--- src/rtl/pipe_pkg.sv ---
// Shared definitions for the pipe_* datapath stages: default widths, word type
// and the level-counter width helper.
package pipe_pkg;

  localparam int W_DATA_DEF     = 32;
  localparam int PIPE_DEPTH_DEF = 4;

  typedef logic [W_DATA_DEF-1:0] pipe_word_t;

  function automatic int lvl_width(input int depth);
    return $clog2(depth + 1);
  endfunction

endpackage

--- src/rtl/pipe_in_fifo_if.sv ---
// Valid/ready word stream. The master drives valid/data; the slave drives ready.
interface pipe_in_fifo_if
  import pipe_pkg::*;
#(
  parameter int W_DATA = W_DATA_DEF
);

  logic              valid;
  logic              ready;
  logic [W_DATA-1:0] data;

  modport master (output valid, output data, input ready);
  modport slave  (input valid, input data, output ready);

endinterface

--- src/rtl/pipe_in_fifo_mem.sv ---
// DEPTH x W_DATA storage array: one synchronous write port, one asynchronous
// read port. Contents are not reset.
module pipe_in_fifo_mem
  import pipe_pkg::*;
#(
  parameter int W_DATA = W_DATA_DEF,
  parameter int DEPTH  = PIPE_DEPTH_DEF,
  localparam int W_IDX = $clog2(DEPTH)
) (
  input  logic              i_clk,
  input  logic              i_we,
  input  logic [W_IDX-1:0]  i_waddr,
  input  logic [W_DATA-1:0] i_wdata,
  input  logic [W_IDX-1:0]  i_raddr,
  output logic [W_DATA-1:0] o_rdata
);

  logic [W_DATA-1:0] r_mem [DEPTH];

  always_ff @(posedge i_clk) begin
    if (i_we) r_mem[i_waddr] <= i_wdata;
  end

  assign o_rdata = r_mem[i_raddr];

endmodule

--- src/rtl/pipe_in_fifo.sv ---
// Elastic input buffer feeding pipe_pal's c operand: DEPTH-entry in-order FIFO
// with registered outputs. Optional PIPE_IN_FIFO_BYPASS_EN gives 0-cycle pass-through when empty.
module pipe_in_fifo
  import pipe_pkg::*;
#(
  parameter int  W_DATA = W_DATA_DEF,
  parameter int  DEPTH  = PIPE_DEPTH_DEF,
  localparam int W_LVL  = lvl_width(DEPTH)
) (
  input  logic             i_clk,
  input  logic             resetn,
  input  logic             i_flush,
  pipe_in_fifo_if.slave    s_if,
  pipe_in_fifo_if.master   m_if,
  output logic [W_LVL-1:0] o_level
);

  localparam int W_IDX = $clog2(DEPTH);
  localparam int W_PTR = W_IDX + 1;

  logic [W_PTR-1:0]  r_wr_ptr, r_rd_ptr, w_wr_ptr_nxt, w_rd_ptr_nxt;
  logic [W_LVL-1:0]  r_level, w_level_nxt;
  logic              r_s_ready, r_m_valid;
  logic [W_DATA-1:0] r_m_data, w_mem_rdata, w_head_nxt;
  logic              w_empty, w_bypass, w_push, w_pop;
  logic              w_empty_nxt, w_full_nxt;

  assign w_empty = (r_wr_ptr == r_rd_ptr);

`ifdef PIPE_IN_FIFO_BYPASS_EN
  assign w_bypass   = w_empty && !i_flush && s_if.valid && r_s_ready && m_if.ready;
  assign m_if.valid = (w_empty && !i_flush) ? (s_if.valid && r_s_ready) : r_m_valid;
  assign m_if.data  = (w_empty && !i_flush) ? s_if.data : r_m_data;
`else
  assign w_bypass   = 1'b0;
  assign m_if.valid = r_m_valid;
  assign m_if.data  = r_m_data;
`endif

  assign w_push = s_if.valid && r_s_ready && !i_flush && !w_bypass;
  assign w_pop  = r_m_valid && m_if.ready && !i_flush;

  always_comb begin
    w_wr_ptr_nxt = r_wr_ptr;
    w_rd_ptr_nxt = r_rd_ptr;
    w_level_nxt  = r_level;
    if (i_flush) begin
      w_wr_ptr_nxt = '0;
      w_rd_ptr_nxt = '0;
      w_level_nxt  = '0;
    end else begin
      if (w_push) w_wr_ptr_nxt = r_wr_ptr + W_PTR'(1);
      if (w_pop)  w_rd_ptr_nxt = r_rd_ptr + W_PTR'(1);
      if (w_push && !w_pop)      w_level_nxt = r_level + W_LVL'(1);
      else if (w_pop && !w_push) w_level_nxt = r_level - W_LVL'(1);
    end
  end

  assign w_empty_nxt = (w_wr_ptr_nxt == w_rd_ptr_nxt);
  assign w_full_nxt  = (w_wr_ptr_nxt[W_IDX-1:0] == w_rd_ptr_nxt[W_IDX-1:0]) &&
                       (w_wr_ptr_nxt[W_IDX] != w_rd_ptr_nxt[W_IDX]);

  // A push landing on the next head slot can only happen when the FIFO would
  // otherwise be empty, so the incoming word becomes the head directly.
  assign w_head_nxt = (w_push && (r_wr_ptr[W_IDX-1:0] == w_rd_ptr_nxt[W_IDX-1:0]))
                      ? s_if.data : w_mem_rdata;

  pipe_in_fifo_mem #(
    .W_DATA (W_DATA),
    .DEPTH  (DEPTH)
  ) u_mem (
    .i_clk   (i_clk),
    .i_we    (w_push),
    .i_waddr (r_wr_ptr[W_IDX-1:0]),
    .i_wdata (s_if.data),
    .i_raddr (w_rd_ptr_nxt[W_IDX-1:0]),
    .o_rdata (w_mem_rdata)
  );

  always_ff @(posedge i_clk or negedge resetn) begin
    if (!resetn) begin
      r_wr_ptr  <= '0;
      r_rd_ptr  <= '0;
      r_level   <= '0;
      r_s_ready <= 1'b0;
      r_m_valid <= 1'b0;
      r_m_data  <= '0;
    end else begin
      r_wr_ptr  <= w_wr_ptr_nxt;
      r_rd_ptr  <= w_rd_ptr_nxt;
      r_level   <= w_level_nxt;
      r_s_ready <= !w_full_nxt;
      r_m_valid <= !w_empty_nxt;
      if (!w_empty_nxt) r_m_data <= w_head_nxt;
    end
  end

  assign s_if.ready = r_s_ready;
  assign o_level    = r_level;

endmodule

--- src/flat_wrapper.sv ---
// flat-port wrapper written by rule: the top's interface ports become plain ports
module pipe_in_fifo_flat import pipe_pkg::*;
#(
  parameter int  W_DATA = W_DATA_DEF,
  parameter int  DEPTH  = PIPE_DEPTH_DEF,
  localparam int W_LVL  = lvl_width(DEPTH)
)
  (i_clk, resetn, i_flush, o_level, s_if_valid, s_if_data, s_if_ready, m_if_valid, m_if_data, m_if_ready);
  pipe_in_fifo_if #(.W_DATA(W_DATA)) s_if_i ();
  pipe_in_fifo_if #(.W_DATA(W_DATA)) m_if_i ();
  input  logic i_clk;
  input  logic resetn;
  input  logic i_flush;
  output logic [W_LVL-1:0] o_level;
  input wire logic [$bits(s_if_i.valid)-1:0] s_if_valid;
  input wire logic [$bits(s_if_i.data)-1:0] s_if_data;
  output wire logic [$bits(s_if_i.ready)-1:0] s_if_ready;
  output wire logic [$bits(m_if_i.valid)-1:0] m_if_valid;
  output wire logic [$bits(m_if_i.data)-1:0] m_if_data;
  input wire logic [$bits(m_if_i.ready)-1:0] m_if_ready;
  assign s_if_i.valid = s_if_valid;
  assign s_if_i.data = s_if_data;
  assign s_if_ready = s_if_i.ready;
  assign m_if_valid = m_if_i.valid;
  assign m_if_data = m_if_i.data;
  assign m_if_i.ready = m_if_ready;
  pipe_in_fifo #(.W_DATA(W_DATA), .DEPTH(DEPTH)) u_core (.i_clk(i_clk), .resetn(resetn), .i_flush(i_flush), .s_if(s_if_i), .m_if(m_if_i), .o_level(o_level));
endmodule
--- config.mk ---
export PLATFORM = sky130hd
export DESIGN_NAME = pipe_in_fifo_flat
export DESIGN_NICKNAME = d
export VERILOG_FILES = /design/src/rtl/pipe_pkg.sv /design/src/rtl/pipe_in_fifo_if.sv /design/src/rtl/pipe_in_fifo_mem.sv /design/src/rtl/pipe_in_fifo.sv /design/src/flat_wrapper.sv
export SDC_FILE = /design/constraint.sdc
export NUM_CORES = 1
export LEC_CHECK = 0
export CAP_MARGIN = 5
export CORE_AREA = 4 4 127 129
export CTS_BUF_LIST = sky130_fd_sc_hd__clkbuf_16
export CTS_CLUSTER_SIZE = 12
export DETAILED_ROUTE_END_ITERATION = 12
export DIE_AREA = 0 0 131 133
export HOLD_SLACK_MARGIN = 0.02
export PLACE_DENSITY = 0.84
export SETUP_SLACK_MARGIN = 0.2
export SKIP_CTS_REPAIR_TIMING = 1
export SYNTH_ARGS = -nofsm -noshare
export SYNTH_HDL_FRONTEND = slang
export SYNTH_SLANG_ARGS = --single-unit
--- constraint.sdc ---
create_clock -name i_clk -period 2.8 [get_ports i_clk]
set_clock_uncertainty 0.2 [all_clocks]
set_input_delay 0.56 -clock i_clk [delete_from_list [all_inputs] [get_ports i_clk]]
set_output_delay 0.56 -clock i_clk [all_outputs]
set_load 0.01 [all_outputs]
==> summary.md, run 1 <==
| Metric | Value |
|---|---|
| Number of clock sinks | 171 |
| Final ANT Viol Nets | 0 |
| Largest net degree at the start of global routing | 49 |
| Met1 Track Usage GR | 27.96% |
| CP Capture Type | flop |
| Worst stage delay on the critical path | 0.40 ns |
| Kind of start point of the critical path | flop |
| Dominant synthesized flop cell | sky130_fd_sc_hd__edfxtp_1 |
| Largest fanout of any net on the critical path | 12 |
| Number of max-capacitance violations reported | 0 |
| Yosys warnings | 0 |
| Count of H-tree levels built during CTS | 4 |
| Global placer's final weighted congestion | 0.8193 |
| Number of antenna violations at the first check in global routing | 1 |
| Outcome | completed |
| Fraction of layout cells with a size suffix above 1 | 13.44% |
| DRC | 0 |
| Worst hold slack across all endpoints | 0.2624 ns |
| Final Max Tran Viols | 0 |
| First-pass iteration count of the detailed router | 5 |
| Vertical die dimension | 133 um |
| Slack of the worst reg-to-reg path | 0.14 ns |
| Core region area | 15030 sq um |
| Type of the worst setup path | reg -> reg |
| Critical Path AT | 2.77 ns |
| IO Count | 74 |
| Required time of the worst setup path | 2.91 ns |
| Final setup violation count | 0 |
| Count of input and output buffers | 73 |
| Clk Latency, worst-skew pair | 0.43 ns |
| Count of unique library cells instantiated by Yosys | 31 |
| TritonCTS clock tree | done |
| Async set-or-reset flop fraction in the synthesized netlist | 25.15% |
| Total number of nets in the final design | 670 |
| Clock slew at the register clock pins of the worst setup and hold paths | 0.06 ns |
| DP HPWL | 10750 um |
| Area of the die | 17420 sq um |
| Largest buffer count on any clock path | 2 |
| Mapped Area | 7330 sq um |
| Number of DRC violations after detailed-routing iteration 0 | 531 |
| Horiz. Die Dim | 131 um |
| Met2 track demand over resource | 34.34% |
| Cell at the root of the clock tree | sky130_fd_sc_hd__clkbuf_16 |
| Period utilisation layout | 95.12% |
| Number of flip-flops and latches in the synthesized netlist | 171 |
| Via count of the first global-routing pass | 5302 |
| Number of fill cells | 1078 |
| Syn_area_per_cell | 13.73 sq um |
| Global routing usage on met3 | 5.491% |
| Largest voltage drop on the vdd net | 0.0005119 V |
| HP Class | in -> reg |
| Final min period | 2.663 ns |
| Number of vias after detailed routing | 5097 |
| Cell count after synthesis | 534 |
| Average vias per placed instance | 6.156 |
| Total clock buffers created by CTS | 17 |
| Relative slew slack | 71.31% |
| Routed wirelength normalized by instance count | 22.08 um |
| Max Clock Freq | 375.5 MHz |
| Final routed wirelength across all metal layers | 18280 um |
| Area added between synthesis and finish | 25.83% |
| Least-Margin Pin Slew | 0.4272 ns |
| Proportion of synthesized chip area in sequential cells | 67.12% |
| Chain of cells forming the critical path | ha_1 -> and3_4 -> o21ai_0 -> a2111oi_4 -> buf_6 -> buf_8 -> buf_4 -> a21o_1 -> o32a_1 |
| Highest-delay cell along the critical path | sky130_fd_sc_hd__dfrtp_1 |
| Unrepaired setup endpoints after global routing | true |
| Site Rows | 45 |
| Number of hold violations in the final report | 0 |
| Count of flip-flops with a built-in enable after synthesis | 128 |
| GRT Overall Usage | 21.24% |
| Most crowded layer after global routing | met2 |
| Inserted Diodes | 0 |
| Total negative setup slack | 0 ns |
| Leakage power of the design | 3.584 nW |
| Post-Synthesis Net Count | 577 |
| Initial standard-cell utilization of the core | 48.76% |
| Total grt overflow | 0 |
| Ratio of total power to cell area | 803.1 nW/um^2 |
| First-pass GRT wire length | 28300 um |
## cells by family after synthesis
kind of cell	share of synthesized area, %
AND/OR/NAND/NOR	6.521
multiplexers	4.507
XOR/XNOR	1.195
buffers and inverters	3.226
AO/OA/AOI/OAI	16.30
flip-flops	67.12
adder cells (fa/ha/maj)	1.127
## power by group
| group | total, mW | internal (mW) | switching (mW) |
|---|---|---|---|
| combinational | 1.96 | 1.05 | 0.918 |
| sequential | 3.25 | 3.04 | 0.210 |
| clock | 2.20 | 1.28 | 0.914 |
## flip-flops by register name, summed over array words and instances, names as in the netlist
name and count:
u_core.m_if.data 32, u_core.m_if.valid 1, u_core.o_level 3, u_core.r_rd_ptr 3, u_core.r_wr_ptr 3, u_core.s_if.ready 1
u_core.u_mem.r_mem 128
## worst max-delay path, delay by kind of cell, from the launching register on
kind | cells | cell delay (ns)
AND/OR/NAND/NOR | 1 | 0.16
AO/OA/AOI/OAI | 4 | 0.97
buffers and inverters | 3 | 0.48
adder cells (fa/ha/maj) | 1 | 0.32
flip-flops | 1 | 0.40
## cells in the mapped netlist, types with 5 or more instances
cell,number,share of area [%]
sky130_fd_sc_hd__o21ai_0,34,2.3
sky130_fd_sc_hd__edfxtp_1,128,52
sky130_fd_sc_hd__nor2_1,41,2.1
sky130_fd_sc_hd__mux2i_1,33,4.5
sky130_fd_sc_hd__dfrtp_1,43,15
sky130_fd_sc_hd__a21o_1,32,3.3
sky130_fd_sc_hd__clkbuf_1,35,1.8
sky130_fd_sc_hd__ha_1,5,0.85
sky130_fd_sc_hd__buf_2,6,0.41
sky130_fd_sc_hd__a211oi_1,33,3.4
sky130_fd_sc_hd__inv_1,7,0.36
sky130_fd_sc_hd__o32a_1,32,4.4
sky130_fd_sc_hd__xnor2_1,6,0.72
sky130_fd_sc_hd__or3_1,34,2.9
sky130_fd_sc_hd__a21oi_1,32,2.2
## layer usage
metal | wire (um) | vias up
met4 | 421 | 2
met3 | 1665 | 43
met5 | 11 | -
li1 | - | 2248
met1 | 6938 | 2545
met2 | 9243 | 259
## stage by stage
stage          cells  total power [mW]  util, %  setup WS, ns  instance area (sq um)
2_1_floorplan    534             4.127        -        0.2073                   7337
3_3_place_gp     790             5.113    57.02       -0.1647                   8572
3_5_place_dp     790             5.190    57.02       -0.2766                   8572
4_1_cts          822             7.397    60.67        0.1090                   9120
5_1_grt          828             7.715    61.35       0.09453                   9223
6_report         828             7.407    61.35        0.1367                   9223
## cells in the final DEF, fill, tap and decap left out, types with 5 or more instances in the layout
| cell | count |
|---|---|
| sky130_fd_sc_hd__or3_1 | 33 |
| sky130_fd_sc_hd__mux2i_1 | 33 |
| sky130_fd_sc_hd__nor2_1 | 41 |
| sky130_fd_sc_hd__ha_1 | 5 |
| sky130_fd_sc_hd__a211oi_1 | 32 |
| sky130_fd_sc_hd__buf_12 | 11 |
| sky130_fd_sc_hd__clkdlybuf4s50_1 | 70 |
| sky130_fd_sc_hd__buf_4 | 30 |
| sky130_fd_sc_hd__a21o_1 | 32 |
| sky130_fd_sc_hd__dfrtp_1 | 43 |
| sky130_fd_sc_hd__o32a_1 | 32 |
| sky130_fd_sc_hd__xnor2_1 | 6 |
| sky130_fd_sc_hd__inv_1 | 12 |
| sky130_fd_sc_hd__a21oi_1 | 32 |
| sky130_fd_sc_hd__o21ai_0 | 33 |
| sky130_fd_sc_hd__edfxtp_1 | 128 |
| sky130_fd_sc_hd__clkbuf_16 | 18 |
## worst paths after layout
path                                            startpoint                          endpoint  cells past startpoint
max                           u_core.r_rd_ptr[0]$_DFF_PN0_   u_core.m_if.data[6]$_DFFE_PN0P_                      9
min                                                i_flush      u_core.r_wr_ptr[2]$_DFF_PN0_                      2
max reg2reg                   u_core.r_rd_ptr[0]$_DFF_PN0_   u_core.m_if.data[6]$_DFFE_PN0P_                      9
min reg2reg                u_core.m_if.data[2]$_DFFE_PN0P_   u_core.m_if.data[2]$_DFFE_PN0P_                      1
max in group asynchronous                           resetn  u_core.m_if.data[26]$_DFFE_PN0P_                      3
min in group asynchronous                           resetn  u_core.m_if.data[28]$_DFFE_PN0P_                      3
## area by class of cell
cell class	count	area, sq um	share of cell area (%)
clock inverter	15	122.6	1.330
clock buffer	17	425.4	4.613
inverter	7	26.28	0.2849
timing repair buffer	120	1256	13.62
multi-input combinational	310	2237	24.26
tap	188	235.2	2.551
sequential	171	4920	53.34
(Power assumes the default switching activity.)
==> run 2, diff against run 1 <==
- CORE_AREA: 4 4 127 129 -> 2 2 120 122
- DIE_AREA: 0 0 131 133 -> 0 0 122 124
- PLACE_DENSITY: 0.84 -> 0.86
- SYNTH_HIERARCHICAL: not set -> 1
==> summary.md, run 2 <==
| Metric | Value |
|---|---|
| Number of clock sinks | 171 |
| Inserted Diodes | 0 |
| Number of flip-flops and latches in the synthesized netlist | 171 |
| Number of max-capacitance violations reported | 0 |
| HP Class | reg -> reg |
| Syn_area_per_cell | 20.53 sq um |
| Leakage power of the design | 3.233 nW |
| Cell internal pwr | 5.818 mW |
| Most area-consuming cells after synthesis | sky130_fd_sc_hd__edfxtp_1 56%, sky130_fd_sc_hd__dfrtp_1 16%, sky130_fd_sc_hd__mux2_1 9.8% |
| Switching Fraction | 24.65% |
| Horiz. Die Dim | 122 um |
| Final WS setup | -0.02781 ns |
| Slack of the worst reg-to-reg path | -0.03 ns |
| Mapped Area | 6898 sq um |
| Largest buffer count on any clock path | 2 |
| CP Capture Type | flop |
| Required time of the worst setup path | 2.91 ns |
| Cell at the root of the clock tree | sky130_fd_sc_hd__clkbuf_16 |
| Clock slew at the register clock pins of the worst setup and hold paths | 0.06 ns |
| Largest net degree at the start of global routing | 33 |
| Kind of start point of the critical path | flop |
| Number of DRC violations after detailed-routing iteration 0 | 260 |
| Area leader, netlist | sky130_fd_sc_hd__edfxtp_1 |
| Post-synthesis compound-gate area fraction | 1.233% |
| Initial standard-cell utilization of the core | 50.28% |
| First-pass GRT wire length | 21470 um |
| Average vias per placed instance | 5.665 |
| Relative slew slack | 69.42% |
| Share of the synthesized netlist area taken by xor and xnor gates | 1.270% |
| Count of flip-flops with a built-in enable after synthesis | 128 |
| Final min period | 2.828 ns |
| Total clock buffers created by CTS | 17 |
| Critical Path AT | 2.94 ns |
| GRT Overall Usage | 19.89% |
| Register with the highest flop count | u_core/u_mem/r_mem |
| Fraction of layout cells with a size suffix above 1 | 36.06% |
| Count of H-tree levels built during CTS | 4 |
| IO Count | 74 |
| TritonCTS clock tree | done |
| Unrepaired setup endpoints after global routing | true |
| Final routed wirelength across all metal layers | 15080 um |
| Final setup violation count | 10 |
| DP HPWL | 8691 um |
| Area share of the leading cell type in the synthesized netlist | 55.72% |
| Clk Latency, worst-skew pair | 0.42 ns |
| First-pass iteration count of the detailed router | 4 |
| Share of synthesized area spent on multiplexers | 21.00% |
| Routed wirelength normalized by instance count | 23.86 um |
| Largest fanout of any net on the critical path | 7 |
| Worst hold slack across all endpoints | 0.3089 ns |
| Hold path startpoint | u_core/m_if.data[15]$_DFFE_PN0P_ |
| Max Clock Freq | 353.6 MHz |
| Number of antenna violations at the first check in global routing | 0 |
| Ratio of total power to cell area | 858.4 nW/um^2 |
| Count of unique library cells instantiated by Yosys | 34 |
| Leading cell type in the layout, fill and taps excluded | sky130_fd_sc_hd__edfxtp_1 |
| Least-Margin Pin Slew | 0.4588 ns |
| Post-Synthesis Net Count | 376 |
| DRC | 0 |
| Dominant synthesized flop cell | sky130_fd_sc_hd__edfxtp_1 |
| Period utilisation layout | 101.0% |
| Top cell types by occurrence after synthesis | 128 x sky130_fd_sc_hd__edfxtp_1, 60 x sky130_fd_sc_hd__mux2_1, 43 x sky130_fd_sc_hd__dfrtp_1 |
| Async set-or-reset flop fraction in the synthesized netlist | 25.15% |
| Clock Power Share | 31.2% |
| Worst Hold Depth | 1 |
| Total negative setup slack | -0.1720 ns |
| Worst r2r dst | u_core/m_if.data[27]$_DFFE_PN0P_ |
| Flip-flop count of the largest register, all copies and words added | 128 |
| Violated checks | negative setup slack |
| Combinational share of power | 26.9% |
| Number of hold violations in the final report | 0 |
| Core region area | 13720 sq um |
| Final ANT Viol Nets | 0 |
| Type of the worst setup path | reg -> reg |
| Global placer's final weighted congestion | 0.7506 |
| Launch instance of the worst register-to-register path | u_core/r_rd_ptr[0]$_DFF_PN0_ |
| Final Max Tran Viols | 0 |
| Area added between synthesis and finish | 30.40% |
| Area of the die | 15130 sq um |
| Yosys warnings | 6 |
| Proportion of synthesized chip area in sequential cells | 71.32% |
| Length in cells of the worst reg-to-reg path | 8 |
| Net switching component of the power | 1.903 mW |
| Vertical die dimension | 124 um |
| Largest voltage drop on the vdd net | 0.0005289 V |
| Total grt overflow | 0 |
| WHS Endpoint | u_core/m_if.data[15]$_DFFE_PN0P_ |
| Cell count after synthesis | 336 |
| Combinational family with the most area after synthesis | multiplexers |
| Adder-cell share of the synthesized area | 0.6530% |
| Most used cells in the layout excluding fill and tap cells | 128 x sky130_fd_sc_hd__edfxtp_1, 71 x sky130_fd_sc_hd__clkdlybuf4s50_1, 64 x sky130_fd_sc_hd__mux2_4 |
| Sequential cell fraction of total power | 41.9% |
| Via count of the first global-routing pass | 3826 |
| Total number of nets in the final design | 479 |
| Outcome | finished, violations left |
| Count of input and output buffers | 73 |
| Cell with the most instances after synthesis | sky130_fd_sc_hd__edfxtp_1 |
| Site Rows | 43 |
| Simple-gate portion of the synthesized area | 2.322% |
| Number of vias after detailed routing | 3580 |
[run 2: changes by cell type after synthesis, sizes merged, moves of 33 or more]
| cell | delta |
|---|---|
| mux2 | +64 |
| clkbuf | -33 |
| mux2i | -33 |
| o21ai | -33 |
| or3 | -33 |
[run 2: final cells by class]
cell class / instances / area, sq um
Tap cell: 180 / 225.2
Inverter: 2 / 7.507
Fill cell: 853 / 4725
Sequential cell: 171 / 4921
Multi-Input combinational cell: 148 / 2143
Clock buffer: 17 / 425.4
Timing Repair Buffer: 99 / 1090
Clock inverter: 15 / 182.7
[run 2: cells by family after synthesis]
logic type,count (synthesis)
compound gates,9
xor+xnor,10
mux,96
buf+inv,17
simple gates,30
flops,171
fa+ha+maj,3
[run 2: routing by layer]
layer | global-route usage [%] | vias to the layer above | share of wire, %
met1 | 24.67 | 1882 | 41
met5 | 0 | - | 0
li1 | - | 1545 | -
met2 | 33.31 | 130 | 52
met4 | 8.836 | 0 | 2.0
met3 | 5.082 | 23 | 5.2
[run 2: worst max path at each step]
stage                                             from                               end  depth (start not counted)
after floorplan           u_core/r_rd_ptr[0]$_DFF_PN0_   u_core/m_if.data[1]$_DFFE_PN0P_                          7
after global placement                      m_if_ready  u_core/m_if.data[29]$_DFFE_PN0P_                          7
after detailed placement                    m_if_ready  u_core/m_if.data[30]$_DFFE_PN0P_                          7
after CTS                                   m_if_ready  u_core/m_if.data[30]$_DFFE_PN0P_                          7
after global routing      u_core/r_rd_ptr[0]$_DFF_PN0_  u_core/m_if.data[17]$_DFFE_PN0P_                          8
final                     u_core/r_rd_ptr[0]$_DFF_PN0_  u_core/m_if.data[27]$_DFFE_PN0P_                          8
[run 2: metrics by stage]
step | cells | total power [mW] | instance area [sq um] | setup WS [ns] | utilization, %
2_1_floorplan | 336 | 4.101 | 6974 | 0.05277 | -
3_3_place_gp | 595 | 4.860 | 8043 | -0.4844 | 58.62
3_5_place_dp | 595 | 4.935 | 8043 | -0.6228 | 58.62
4_1_cts | 627 | 7.354 | 8651 | -0.2263 | 63.06
5_1_grt | 632 | 7.987 | 8995 | -0.07338 | 65.56
6_report | 632 | 7.721 | 8995 | -0.02781 | 65.56
[run 2: power by group through the flow]
| stage | clock network [mW] | logic [mW] | registers [mW] |
|---|---|---|---|
| 6_report | 2.41 | 2.08 | 3.24 |
| 5_1_grt | 2.54 | 2.19 | 3.26 |
| 4_1_cts | 2.44 | 1.70 | 3.22 |
| 3_5_place_dp | 0 | 1.67 | 3.27 |
| 3_3_place_gp | 0 | 1.61 | 3.25 |
| 2_1_floorplan | 0 | 0.748 | 3.35 |
[run 2: worst max-delay path: stages, from the launching register on]
cell                        delay [ns]
sky130_fd_sc_hd__dfrtp_2          0.43
sky130_fd_sc_hd__ha_4             0.23
sky130_fd_sc_hd__and3_4           0.16
sky130_fd_sc_hd__or3_4            0.35
sky130_fd_sc_hd__a2111oi_4        0.36
sky130_fd_sc_hd__buf_6            0.22
sky130_fd_sc_hd__clkbuf_16        0.19
sky130_fd_sc_hd__mux2_4           0.31
sky130_fd_sc_hd__mux2_4           0.26
==> run 3, diff against run 2 <==
- HOLD_SLACK_MARGIN: 0.02 -> not set
==> results of run 3 <==
The final DEF is identical to that of run 2; final timing and power are the same.
